## src/rtl/gcn_layer_sequencer_pkg.sv

```systemverilog
// Shared types and defaults for the GCN layer sequencer slice.
package gcn_pkg;

  typedef enum logic [2:0] {
    IDLE      = 3'd0,
    TRANS_CLR = 3'd1,
    TRANS_RUN = 3'd2,
    COMB_CLR  = 3'd3,
    COMB_RUN  = 3'd4,
    DONE      = 3'd5,
    ERROR     = 3'd6,
    ABORT     = 3'd7
  } seq_state_t;

  localparam int DEF_NUM_LAYERS     = 2;
  localparam int DEF_TIMEOUT_CYCLES = 1024;
  localparam int DEF_CYCLE_CNT_W    = 32;

  function automatic int clog2_min1(input int value);
    return (value > 1) ? $clog2(value) : 1;
  endfunction

endpackage

```

## src/rtl/gcn_layer_sequencer_if.sv

```systemverilog
// Control/status bundle between the run controller (master) and host/engines (slave).
interface gcn_layer_sequencer_if #(
  parameter int LAYER_W     = 1,
  parameter int CYCLE_CNT_W = 32
);

  logic                   start;
  logic                   abort;
  logic                   trans_done;
  logic                   comb_done;
  logic                   trans_clear;
  logic                   trans_start;
  logic                   comb_clear;
  logic                   comb_start;
  logic                   mem_sel;
  logic [LAYER_W-1:0]     layer_idx;
  logic                   busy;
  logic                   done;
  logic                   error;
  logic [CYCLE_CNT_W-1:0] cycle_count;

  modport master (
    input  start, abort, trans_done, comb_done,
    output trans_clear, trans_start, comb_clear, comb_start, mem_sel,
    output layer_idx, busy, done, error, cycle_count
  );

  modport slave (
    output start, abort, trans_done, comb_done,
    input  trans_clear, trans_start, comb_clear, comb_start, mem_sel,
    input  layer_idx, busy, done, error, cycle_count
  );

endinterface

```

## src/rtl/gcn_layer_sequencer_watchdog.sv

```systemverilog
// Per-pass watchdog: counts cycles spent in a RUN state, flags the last allowed cycle.
module gcn_watchdog
  import gcn_pkg::*;
#(
  parameter int TIMEOUT_CYCLES = DEF_TIMEOUT_CYCLES,
  parameter int W              = clog2_min1(TIMEOUT_CYCLES)
) (
  input  logic clk,
  input  logic reset,
  input  logic i_clear,
  input  logic i_enable,
  output logic o_expired
);

  logic [W-1:0] r_count;

  always_ff @(posedge clk or posedge reset) begin
    if (reset) begin
      r_count <= '0;
    end else if (i_clear) begin
      r_count <= '0;
    end else if (i_enable) begin
      r_count <= r_count + W'(1);
    end else begin
      r_count <= r_count;
    end
  end

  // Expiry marks the TIMEOUT_CYCLES-th RUN cycle; the sequencer leaves the state on it.
  assign o_expired = i_enable && (r_count == W'(TIMEOUT_CYCLES - 1));

endmodule

```

## src/rtl/gcn_layer_sequencer.sv

```systemverilog
// Run controller: sequences transformation then combination pass per layer,
// steers the shared read port, and supervises each pass with a watchdog.
module gcn_layer_sequencer
  import gcn_pkg::*;
#(
  parameter int NUM_LAYERS     = DEF_NUM_LAYERS,
  parameter int TIMEOUT_CYCLES = DEF_TIMEOUT_CYCLES,
  parameter int CYCLE_CNT_W    = DEF_CYCLE_CNT_W,
  parameter int LAYER_W        = clog2_min1(NUM_LAYERS)
) (
  input  logic                  clk,
  input  logic                  reset,
  gcn_layer_sequencer_if.master bus
);

  seq_state_t             r_state;
  seq_state_t             w_next_state;
  logic                   w_accept;
  logic                   w_layer_inc;
  logic                   w_last_layer;
  logic                   w_busy_state;
  logic                   w_wd_clear;
  logic                   w_wd_enable;
  logic                   w_wd_expired;

  logic [LAYER_W-1:0]     r_layer_idx;
  logic [CYCLE_CNT_W-1:0] r_cycle_count;
  logic                   r_trans_clear;
  logic                   r_trans_start;
  logic                   r_comb_clear;
  logic                   r_comb_start;
  logic                   r_mem_sel;
  logic                   r_busy;
  logic                   r_done;
  logic                   r_error;

  assign w_last_layer = (r_layer_idx == LAYER_W'(NUM_LAYERS - 1));
  assign w_wd_clear   = (r_state == TRANS_CLR) || (r_state == COMB_CLR);
  assign w_wd_enable  = (r_state == TRANS_RUN) || (r_state == COMB_RUN);
  assign w_busy_state = w_wd_clear || w_wd_enable;

  gcn_watchdog #(
    .TIMEOUT_CYCLES (TIMEOUT_CYCLES)
  ) u_watchdog (
    .clk       (clk),
    .reset     (reset),
    .i_clear   (w_wd_clear),
    .i_enable  (w_wd_enable),
    .o_expired (w_wd_expired)
  );

  always_ff @(posedge clk or posedge reset) begin
    if (reset) begin
      r_state <= IDLE;
    end else begin
      r_state <= w_next_state;
    end
  end

  // Abort outranks everything; within a RUN state the engine's done outranks expiry.
  always_comb begin
    w_next_state = r_state;
    w_accept     = 1'b0;
    w_layer_inc  = 1'b0;
    if (bus.abort && (r_state != IDLE) && (r_state != ABORT)) begin
      w_next_state = ABORT;
    end else begin
      case (r_state)
        IDLE, DONE, ERROR: begin
          if (bus.start) begin
            w_next_state = TRANS_CLR;
            w_accept     = 1'b1;
          end else begin
            w_next_state = r_state;
          end
        end
        TRANS_CLR: w_next_state = TRANS_RUN;
        TRANS_RUN: begin
          if (bus.trans_done) begin
            w_next_state = COMB_CLR;
          end else if (w_wd_expired) begin
            w_next_state = ERROR;
          end else begin
            w_next_state = TRANS_RUN;
          end
        end
        COMB_CLR: w_next_state = COMB_RUN;
        COMB_RUN: begin
          if (bus.comb_done) begin
            if (w_last_layer) begin
              w_next_state = DONE;
            end else begin
              w_next_state = TRANS_CLR;
              w_layer_inc  = 1'b1;
            end
          end else if (w_wd_expired) begin
            w_next_state = ERROR;
          end else begin
            w_next_state = COMB_RUN;
          end
        end
        ABORT:   w_next_state = IDLE;
        default: w_next_state = IDLE;
      endcase
    end
  end

  always_ff @(posedge clk or posedge reset) begin
    if (reset) begin
      r_layer_idx <= '0;
    end else if (w_accept) begin
      r_layer_idx <= '0;
    end else if (w_layer_inc) begin
      r_layer_idx <= r_layer_idx + LAYER_W'(1);
    end else begin
      r_layer_idx <= r_layer_idx;
    end
  end

  always_ff @(posedge clk or posedge reset) begin
    if (reset) begin
      r_cycle_count <= '0;
    end else if (w_accept) begin
      r_cycle_count <= '0;
    end else if (w_busy_state && (r_cycle_count != {CYCLE_CNT_W{1'b1}})) begin
      r_cycle_count <= r_cycle_count + CYCLE_CNT_W'(1);
    end else begin
      r_cycle_count <= r_cycle_count;
    end
  end

  // Outputs are registered from the next state so they line up with r_state exactly.
  always_ff @(posedge clk or posedge reset) begin
    if (reset) begin
      r_trans_clear <= 1'b0;
      r_trans_start <= 1'b0;
      r_comb_clear  <= 1'b0;
      r_comb_start  <= 1'b0;
      r_mem_sel     <= 1'b0;
      r_busy        <= 1'b0;
      r_done        <= 1'b0;
      r_error       <= 1'b0;
    end else begin
      r_trans_clear <= (w_next_state == TRANS_CLR) || (w_next_state == ABORT);
      r_trans_start <= (w_next_state == TRANS_RUN);
      r_comb_clear  <= (w_next_state == COMB_CLR) || (w_next_state == ABORT);
      r_comb_start  <= (w_next_state == COMB_RUN);
      r_mem_sel     <= (w_next_state == COMB_CLR) || (w_next_state == COMB_RUN);
      r_busy        <= (w_next_state == TRANS_CLR) || (w_next_state == TRANS_RUN) ||
                       (w_next_state == COMB_CLR)  || (w_next_state == COMB_RUN);
      r_done        <= (w_next_state == DONE);
      r_error       <= (w_next_state == ERROR);
    end
  end

  assign bus.trans_clear = r_trans_clear;
  assign bus.trans_start = r_trans_start;
  assign bus.comb_clear  = r_comb_clear;
  assign bus.comb_start  = r_comb_start;
  assign bus.mem_sel     = r_mem_sel;
  assign bus.layer_idx   = r_layer_idx;
  assign bus.busy        = r_busy;
  assign bus.done        = r_done;
  assign bus.error       = r_error;
  assign bus.cycle_count = r_cycle_count;

endmodule
```

## src/flat_wrapper.sv

```systemverilog
// flat-port wrapper written by rule: the top's interface ports become plain ports
module gcn_layer_sequencer_flat import gcn_pkg::*;
#(
  parameter int NUM_LAYERS     = DEF_NUM_LAYERS,
  parameter int TIMEOUT_CYCLES = DEF_TIMEOUT_CYCLES,
  parameter int CYCLE_CNT_W    = DEF_CYCLE_CNT_W,
  parameter int LAYER_W        = clog2_min1(NUM_LAYERS)
)
  (clk, reset, bus_start, bus_abort, bus_trans_done, bus_comb_done, bus_trans_clear, bus_trans_start, bus_comb_clear, bus_comb_start, bus_mem_sel, bus_layer_idx, bus_busy, bus_done, bus_error, bus_cycle_count);
  gcn_layer_sequencer_if #(.LAYER_W(LAYER_W), .CYCLE_CNT_W(CYCLE_CNT_W)) bus_i ();
  input  logic clk;
  input  logic reset;
  input wire logic [$bits(bus_i.start)-1:0] bus_start;
  input wire logic [$bits(bus_i.abort)-1:0] bus_abort;
  input wire logic [$bits(bus_i.trans_done)-1:0] bus_trans_done;
  input wire logic [$bits(bus_i.comb_done)-1:0] bus_comb_done;
  output wire logic [$bits(bus_i.trans_clear)-1:0] bus_trans_clear;
  output wire logic [$bits(bus_i.trans_start)-1:0] bus_trans_start;
  output wire logic [$bits(bus_i.comb_clear)-1:0] bus_comb_clear;
  output wire logic [$bits(bus_i.comb_start)-1:0] bus_comb_start;
  output wire logic [$bits(bus_i.mem_sel)-1:0] bus_mem_sel;
  output wire logic [$bits(bus_i.layer_idx)-1:0] bus_layer_idx;
  output wire logic [$bits(bus_i.busy)-1:0] bus_busy;
  output wire logic [$bits(bus_i.done)-1:0] bus_done;
  output wire logic [$bits(bus_i.error)-1:0] bus_error;
  output wire logic [$bits(bus_i.cycle_count)-1:0] bus_cycle_count;
  assign bus_i.start = bus_start;
  assign bus_i.abort = bus_abort;
  assign bus_i.trans_done = bus_trans_done;
  assign bus_i.comb_done = bus_comb_done;
  assign bus_trans_clear = bus_i.trans_clear;
  assign bus_trans_start = bus_i.trans_start;
  assign bus_comb_clear = bus_i.comb_clear;
  assign bus_comb_start = bus_i.comb_start;
  assign bus_mem_sel = bus_i.mem_sel;
  assign bus_layer_idx = bus_i.layer_idx;
  assign bus_busy = bus_i.busy;
  assign bus_done = bus_i.done;
  assign bus_error = bus_i.error;
  assign bus_cycle_count = bus_i.cycle_count;
  gcn_layer_sequencer #(.NUM_LAYERS(NUM_LAYERS), .TIMEOUT_CYCLES(TIMEOUT_CYCLES), .CYCLE_CNT_W(CYCLE_CNT_W), .LAYER_W(LAYER_W)) u_core (.clk(clk), .reset(reset), .bus(bus_i));
endmodule
```

## config.mk

```make
export PLATFORM = sky130hd
export DESIGN_NAME = gcn_layer_sequencer_flat
export DESIGN_NICKNAME = d
export VERILOG_FILES = /design/src/rtl/gcn_layer_sequencer_pkg.sv /design/src/rtl/gcn_layer_sequencer_if.sv /design/src/rtl/gcn_layer_sequencer_watchdog.sv /design/src/rtl/gcn_layer_sequencer.sv /design/src/flat_wrapper.sv
export SDC_FILE = /design/constraint.sdc
export NUM_CORES = 1
export LEC_CHECK = 0
export BUFFER_PORTS_ARGS = -buffer_cell sky130_fd_sc_hd__buf_4
export CORE_MARGIN = 2
export CORE_UTILIZATION = 50
export DETAILED_ROUTE_END_ITERATION = 6
export GPL_ROUTABILITY_DRIVEN = 0
export MAX_ROUTING_LAYER = met4
export PLACE_DENSITY = 0.8
export SLEW_MARGIN = 10
export SYNTH_ARGS = -nofsm -noshare
export SYNTH_HDL_FRONTEND = slang
export SYNTH_SLANG_ARGS = --single-unit
```

## constraint.sdc

```tcl
create_clock -name clk -period 4.3 [get_ports clk]
set_input_delay 0.645 -clock clk [delete_from_list [all_inputs] [get_ports clk]]
set_output_delay 0.645 -clock clk [all_outputs]
set_load 0.05 [all_outputs]
```

# [Word-level counts from Yosys, hierarchy flattened]
# Cells that the tools add are included.
[word_totals] regBits=54 output_inout_bits=41
[classes] add_sub_neg=3 n_eq_ne=17 n_mux=21 n_reduce_logical=19
[ops] cell="2-to-1 mux 32 bit" n=2
[ops] cell="adder 32 x 1 -> 32 bit (second input constant)" n=1
[ops] cell="inequality test 32 bit (second input constant)" n=1
[ops] cell="== test 3 bit (second input constant)" n=8
[ops] cell="2-to-1 mux 10 bit" n=2
[ops] cell="2-to-1 mux 3 bit" n=6
[ops] cell="case mux 3 bit (6 select lines)" n=1
[ops] cell="== test 3 x 2 -> 1 bit (second input constant)" n=4
[ops] cell="adder 10 x 1 -> 10 bit (second input constant)" n=1
[ops] cell="== test 10 bit (second input constant)" n=1
[ops] cell="logical OR 1 bit" n=9
[ops] cell="2-to-1 mux 1 bit" n=9
[ops] cell="== test 3 x 1 -> 1 bit (second input constant)" n=2
[ops] cell="nonzero test 2 bit" n=3
[ops] cell="logical AND 1 bit" n=4
[ops] cell="zero test 3 bit" n=1
[ops] cell="inequality test 3 bit (second input constant)" n=1
[ops] cell="nonzero test 3 bit" n=1
[ops] cell="OR reduction 3 bit" n=1
[ops] cell="2-to-1 mux 2 bit" n=1
[ops] cell="adder 1 bit (second input constant)" n=1

# [Longest topological paths before layout]
# Gate-level depths: netlist of the first run.
[logic_depth] word_depth=11 depth_mapped=8 ltp_nobuf=6

# [Cells and area by module]
# Synthesis of the first run repeated with hierarchy kept, for this count alone.
[hier_totals] cells_unflattened=315 hier_area_um2=3072.9
[by_module_without_submodules] module="gcn_layer_sequencer" n_inst=1 cells_each=264 area_per_inst_um2=2556.2
[by_module_without_submodules] module="gcn_watchdog" n_inst=1 cells_each=51 area_per_inst_um2=516.7

# [Worst setup path after synthesis of the first run]
# Ideal clock, no wire load.
[synth_path] path_type="register to register" start="register u_core.r_cycle_count[4], in the netlist u_core.bus.cycle_count[4]" end="register u_core.r_cycle_count[30], in the netlist u_core.bus.cycle_count[30]" setup_time_ns=0.078 t_arrival_ns=2.508 required_ns=4.222 path_slack_ns=1.714 stages_incl_launch_ff=6 period_less_slack_ns=2.586 cell_sequence="dfrtp_1 -> nand4_1 -> or4_4 -> or4b_4 -> or3_1 -> a21oi_1"
[synth_via] elab_chain_cells=3 word_cells_on_any_way=6 classes_between="1 x add/sub; 1 x eq/ne; 2 x mux; 2 x reduce/logical"
[synth_lines] element="from (decl)" line_no="gcn_layer_sequencer.sv:27" rtl="logic [CYCLE_CNT_W-1:0] r_cycle_count;"
[synth_lines] element="from (signal assigned)" line_no="gcn_layer_sequencer.sv:126" rtl="r_cycle_count <= r_cycle_count + CYCLE_CNT_W'(1);"
[synth_lines] element="from (signal assigned)" line_no="gcn_layer_sequencer.sv:128" rtl="r_cycle_count <= r_cycle_count;"
[synth_lines] element="adder 32 x 1 -> 32 bit / inequality test 32 bit (equally long branches)" line_no="gcn_layer_sequencer.sv:126, gcn_layer_sequencer.sv:125"
[synth_lines] element="2-to-1 mux 32 bit / logical AND 1 bit (equally long branches)" line_no="gcn_layer_sequencer.sv:125" rtl="end else if (w_busy_state && (r_cycle_count != {CYCLE_CNT_W{1'b1}})) begin"
[synth_lines] element="2-to-1 mux 32 bit / nonzero test 2 bit (equally long branches)"
# Parallel ways exist; a longest one is shown, timed or not. The select of a mux whose other input is x is not followed.
# A chain may end at the register's enable or synchronous reset.

# [Worst setup path after layout of the first run]
[layout_path] start="register u_core.r_cycle_count[4], in the netlist u_core.bus.cycle_count[4]" end="register u_core.r_cycle_count[3], in the netlist u_core.bus.cycle_count[3]"
[layout_via] elab_chain_cells=3
[layout_lines] element="inequality test 32 bit" line_no="gcn_layer_sequencer.sv:125"
[layout_lines] element="logical AND 1 bit" line_no="gcn_layer_sequencer.sv:125"
[layout_lines] element="nonzero test 2 bit (no line)"
# No other way between the ends.

==> flow_metrics.env, run 1 <==
export IMPL_status="completed"
export IMPL_r2r_start="u_core.bus.cycle_count[4]$_DFFE_PP0P_"
export IMPL_layout_commonest_cell="dfrtp_1"
export IMPL_cts_root_buf="clkbuf_8"
export IMPL_synth_cell_type_count=46
export IMPL_synthCells=307
export IMPL_grtUsageTotal_pct=21.9
export IMPL_fin_setup_tns_ns=0
export IMPL_fin_nets=356
export IMPL_ys_seq_area_share_pct=47.3
export IMPL_grt_max_degree=55
export IMPL_ctsResizeCount=0
export IMPL_startpoint="u_core.bus.cycle_count[4]$_DFFE_PP0P_"
export IMPL_die_h_um=79.6
export IMPL_reg2reg_depth=5
export IMPL_cp_max_fo=9
export IMPL_die_w_um=79.6
export IMPL_ios=47
export IMPL_syn_nets=315
export IMPL_finalPower_mw=2.09
export IMPL_cts_setup_buffers=0
export IMPL_vias=2457
export IMPL_r2r_setup_slack_ns=1.57
export IMPL_slew_viol_final=0
export IMPL_yosys_register_bits=54
export IMPL_num_rows=27
export IMPL_port_buffers=46
export IMPL_clockBufferDepth=2
export IMPL_cp_end_kind="flip-flop"
export IMPL_vias_per_cell=5.84
export IMPL_synth_ff_type="dfrtp_1"
export IMPL_max_slew_margin_rel_pct=23.6
export IMPL_syn_to_final_growth_pct=18.3
export IMPL_antenna_left=0
export IMPL_grt_first_pass_wirelength_mm=10.8
export IMPL_placed_area_mm2=0.00324
export IMPL_start_kind="flip-flop"
export IMPL_drcViolationCount=0
export IMPL_p_leak_nw=1.49
export IMPL_worstPathArrival_ns=2.91
export IMPL_finalSetupViolCount=0
export IMPL_cts_max_level=2
export IMPL_ir_drop_mv=0.418
export IMPL_power_density_mw_per_mm2=618
export IMPL_drive_gt1_share_pct=17.5
export IMPL_drt_first_pass_iters=4
export IMPL_clk_latency_ns=0.31
export IMPL_cts_tree="done"
export IMPL_period_minus_slack_ns=2.73
export IMPL_hold_buffers=0
export IMPL_postLayoutCoreUtil_pct=61.4
export IMPL_core_mm2=0.00551
export IMPL_final_area_mm2=0.00338
export IMPL_final_cell_mix="54 x dfrtp_1, 47 x buf_4, 33 x nor2_1"
export IMPL_hpwl_mm=4.32
export IMPL_worstMarginPinSlew_ns=1.14
export IMPL_die_area_mm2=0.00634
export IMPL_wl_per_cell_um=15.0
export IMPL_fin_crit_sh_pct=63.4
export IMPL_synth_edf_count=0
export IMPL_final_hold_viol_count=0
export IMPL_fin_skew_ns=0.0111
export IMPL_avgSynthCellArea_um2=9.31
export IMPL_wirelength_mm=6.31
export IMPL_cts_sinks=54
export IMPL_setup_worst_path_class="reg -> reg"
export IMPL_start_util_pct=51.9
export IMPL_yosysWarnings=0
export IMPL_cp_required_ns=4.48
export IMPL_antenna_found_initial=0
export IMPL_cts_inserted_buffers=5
export IMPL_hold_class="in -> async"
export IMPL_ys_async_sr_fraction_pct=100
export IMPL_first_iter_violations=177
export IMPL_drv_cap=0
export IMPL_clk_pin_slew_ns=0.10
export IMPL_grt_pass1_vias=2285
export IMPL_rsz0062_at_grt="false"
export IMPL_fmax_ghz=0.367
export IMPL_whs_ns=0.508
export IMPL_syn_area_mm2=0.00286
export IMPL_timing_rr_end="u_core.bus.cycle_count[3]$_DFFE_PP0P_"
export IMPL_overflow=0
export IMPL_n_antenna_cell=0
-- how the worst max path moves through the flow --
stage / depth (start not counted) / slack (ns) / endpoint
final: 5 / 1.57 / u_core.bus.cycle_count[3]$_DFFE_PP0P_
after global routing: 5 / 1.26 / u_core.bus.cycle_count[3]$_DFFE_PP0P_
after global placement: 5 / 1.74 / u_core.bus.cycle_count[30]$_DFFE_PP0P_
after CTS: 5 / 1.63 / u_core.bus.cycle_count[3]$_DFFE_PP0P_
after floorplan: 5 / 1.71 / u_core.bus.cycle_count[30]$_DFFE_PP0P_
after detailed placement: 5 / 1.66 / u_core.bus.cycle_count[30]$_DFFE_PP0P_
-- per-layer routing --
layer / vias up / track usage, % / share of wire (%)
met5: - / - / 0
li1: 1192 / - / -
met1: 1196 / 31.4 / 49
met3: 4 / 3.28 / 4.7
met2: 65 / 32.4 / 46
met4: 0 / 6.72 / 0.73
-- area by class of cell --
| class | instances | area [um^2] |
|---|---|---|
| Inverter | 12 | 46.3 |
| Fill cell | 478 | 2130 |
| Sequential cell | 54 | 1350 |
| Timing Repair Buffer | 47 | 353 |
| Tap cell | 72 | 90.1 |
| Clock buffer | 6 | 82.6 |
| Clock inverter | 2 | 60.1 |
| Multi-Input combinational cell | 228 | 1400 |
-- power by group --
group / internal (mW) / total (mW) / switching [mW]
clock network: 0.248 / 0.411 / 0.163
logic: 0.290 / 0.903 / 0.613
registers: 0.617 / 0.776 / 0.159
total: 1.15 / 2.09 / 0.935
-- worst max-delay path, stage by stage (launching register included) --
cell     delay, ns
dfrtp_1       0.48
nand4_1       0.26
nor4_1        0.98
a21oi_1       0.43
and4_1        0.34
mux2i_1       0.11
-- state kept, by name (all words and copies together), names as in the netlist --
signal                     count
u_core.bus.busy                1
u_core.bus.comb_clear          1
u_core.bus.comb_start          1
u_core.bus.cycle_count        32
u_core.bus.done                1
u_core.bus.error               1
u_core.bus.layer_idx           1
u_core.bus.mem_sel             1
u_core.bus.trans_clear         1
u_core.bus.trans_start         1
u_core.r_state                 3
u_core.u_watchdog.r_count     10
-- per-stage QoR --
stage	instances	setup WS [ns]
2_1_floorplan	307	1.71
6_report	421	1.57
3_3_place_gp	413	1.74
5_1_grt	421	1.26
4_1_cts	421	1.63
3_5_place_dp	413	1.66
-- kinds of logic after synthesis --
group	synth area share, %
simple gates	25.5
xor+xnor	7.36
compound gates	13.0
mux	2.10
flops	47.3
buf+inv	3.85
fa+ha+maj	0.876
-- cells in the mapped netlist, types with 4 or more instances --
cell	instances	area [um^2]
and3_1	4	25.0
dfrtp_1	54	1350
nor3_1	7	35.0
a2111oi_0	7	61.3
mux2i_1	6	60.1
a21oi_1	13	65.1
nor2_1	33	124
clkbuf_1	10	37.5
o21ai_0	14	70.1
xor2_1	4	35.0
nand3_1	14	70.1
inv_1	12	45.0
nor4_1	6	37.5
or3_1	12	75.1
nand4_1	16	100
xnor2_1	20	175
nand2_1	28	105
nand2b_1	4	25.0
(Power assumes the default switching activity.)
==> run 2, diff against run 1 <==
--- a/config.mk
+++ b/config.mk
@@ -11,7 +11,7 @@
 export DETAILED_ROUTE_END_ITERATION = 6
 export GPL_ROUTABILITY_DRIVEN = 0
 export MAX_ROUTING_LAYER = met4
-export PLACE_DENSITY = 0.8
+export PLACE_DENSITY = 0.83
 export SLEW_MARGIN = 10
 export SYNTH_ARGS = -nofsm -noshare
 export SYNTH_HDL_FRONTEND = slang
==> constraint.sdc (replaced) <==
create_clock -name clk -period 2.4 [get_ports clk]
set_input_delay 0.36 -clock clk [delete_from_list [all_inputs] [get_ports clk]]
set_output_delay 0.36 -clock clk [all_outputs]
set_load 0.05 [all_outputs]
==> run 2 against run 1 <==
  * Largest cell class unchanged
  * Fmax rose by 19%
  * Critical path depth did not move
  * Register-to-register slack got worse by 1.5 ns
  * Critical endpoint is now u_core.bus.cycle_count[30]$_DFFE_PP0P_
==> flow_metrics.env, run 2 (synthesis gave the netlist of run 1 again) <==
export IMPL_start_util_pct=51.9
export IMPL_clk_pin_slew_ns=0.09
export IMPL_clockBufferDepth=2
export IMPL_cts_tree="done"
export IMPL_status="completed"
export IMPL_whs_ns=0.0852
export IMPL_r2r_start="u_core.r_state[0]$_DFF_PP0_"
export IMPL_worstMarginPinSlew_ns=0.747
export IMPL_die_area_mm2=0.00634
export IMPL_cp_end_kind="flip-flop"
export IMPL_cts_inserted_buffers=5
export IMPL_wirelength_mm=6.48
export IMPL_cts_root_buf="clkbuf_8"
export IMPL_placed_area_mm2=0.00335
export IMPL_layout_commonest_cell="buf_4"
export IMPL_cp_max_fo=6
export IMPL_die_w_um=79.6
export IMPL_grtUsageTotal_pct=22.1
export IMPL_final_fill_count=466
export IMPL_wl_per_cell_um=15.0
export IMPL_fin_skew_ns=0.00509
export IMPL_final_hold_viol_count=0
export IMPL_reg2reg_depth=5
export IMPL_hold_buffers=0
export IMPL_grt_max_degree=32
export IMPL_period_minus_slack_ns=2.29
export IMPL_fin_nets=368
export IMPL_core_mm2=0.00551
export IMPL_finalSetupViolCount=0
export IMPL_start_kind="flip-flop"
export IMPL_fin_crit_sh_pct=95.3
export IMPL_p_leak_nw=1.52
export IMPL_ir_drop_mv=0.675
export IMPL_power_density_mw_per_mm2=1050
export IMPL_drive_gt1_share_pct=22.8
export IMPL_vias_per_cell=5.77
export IMPL_port_buffers=46
export IMPL_hpwl_mm=4.60
export IMPL_slew_viol_final=0
export IMPL_startpoint="u_core.r_state[0]$_DFF_PP0_"
export IMPL_cts_sinks=54
export IMPL_drv_cap=0
export IMPL_num_rows=27
export IMPL_n_antenna_cell=0
export IMPL_cp_required_ns=2.64
export IMPL_antenna_left=0
export IMPL_first_iter_violations=167
export IMPL_grt_first_pass_wirelength_mm=10.6
export IMPL_setup_worst_path_class="reg -> reg"
export IMPL_grt_pass1_vias=2274
export IMPL_fmax_ghz=0.437
export IMPL_final_cell_mix="58 x buf_4, 48 x dfrtp_1, 33 x nor2_1"
export IMPL_drcViolationCount=0
export IMPL_max_slew_margin_rel_pct=50.2
export IMPL_syn_to_final_growth_pct=20.8
export IMPL_hold_class="in -> async"
export IMPL_final_area_mm2=0.00345
export IMPL_ios=47
export IMPL_largest_reg_flops=32
export IMPL_worstPathArrival_ns=2.53
export IMPL_cts_setup_buffers=0
export IMPL_overflow=0
export IMPL_die_h_um=79.6
export IMPL_r2r_setup_slack_ns=0.11
export IMPL_clk_latency_ns=0.31
export IMPL_cts_max_level=2
export IMPL_vias=2489
export IMPL_antenna_found_initial=0
export IMPL_drt_first_pass_iters=4
export IMPL_timing_rr_end="u_core.bus.cycle_count[30]$_DFFE_PP0P_"
## run 2: cell count changes in the layout (fill, tap and decap cells not counted), moves of 2 or more
cell / previous run / this run
a21oi_1: 13 / 11
a21oi_2: 0 / 2
buf_4: 47 / 58
bufinv_16: 2 / 0
dfrtp_1: 54 / 48
dfrtp_2: 0 / 6
## run 2: critical path, stage by stage (launching register included)
cell and delay [ns]:
dfrtp_1 0.43, o21a_1 0.23, or4_4 0.53, or4b_4 0.53
or3_1 0.36, a21oi_1 0.14
## run 2: routing by layer
layer | GRT usage (%) | up-vias | routed length (um)
li1 | - | 1213 | -
met1 | 30.8 | 1198 | 3060
met2 | 32.4 | 70 | 3020
met3 | 4.41 | 8 | 308
met4 | 7.93 | 0 | 87
met5 | - | - | 0
## run 2: power by group
group	switching, mW	leakage [nW]	internal, mW
registers	0.190	0.717	1.11
clock network	0.282	0.0431	0.223
logic	1.22	0.762	0.588
## run 2: metrics by stage
stage	setup TNS [ns]	worst slack [ns]	power (mW)	utilization, %	instances
finish	0	0.113	3.61	62.7	431
detailed placement	0	0.0876	3.11	60.9	425
CTS	0	0.0354	3.62	62.4	431
global route	-0.0978	-0.0463	3.83	62.7	431
global placement	0	0.127	3.06	60.9	425
floorplan	-0.0792	-0.0211	2.63	-	307
## run 2: worst max path at each step
stage                                        endpoint  cells after the start
2_1_floorplan  u_core.bus.cycle_count[25]$_DFFE_PP0P_                      6
3_3_place_gp   u_core.bus.cycle_count[29]$_DFFE_PP0P_                      6
3_5_place_dp   u_core.bus.cycle_count[27]$_DFFE_PP0P_                      6
4_1_cts        u_core.bus.cycle_count[29]$_DFFE_PP0P_                      6
5_1_grt        u_core.bus.cycle_count[29]$_DFFE_PP0P_                      6
6_report       u_core.bus.cycle_count[30]$_DFFE_PP0P_                      5
## run 2: layout make-up
type | count | area [um^2] | area share (%)
well taps | 72 | 90.1 | 2.61
multi-input cells | 228 | 1420 | 41.1
inverters | 12 | 45.0 | 1.31
repair buffers | 59 | 455 | 13.2
flip-flops and latches | 54 | 1360 | 39.4
clock buffers | 6 | 82.6 | 2.39
## run 2: timing repair
item / 4_1_cts / 5_1_grt
resized for setup: 0 / 4
endpoints found under the hold margin: 0 / 0
setup endpoints to repair: 0 / 6
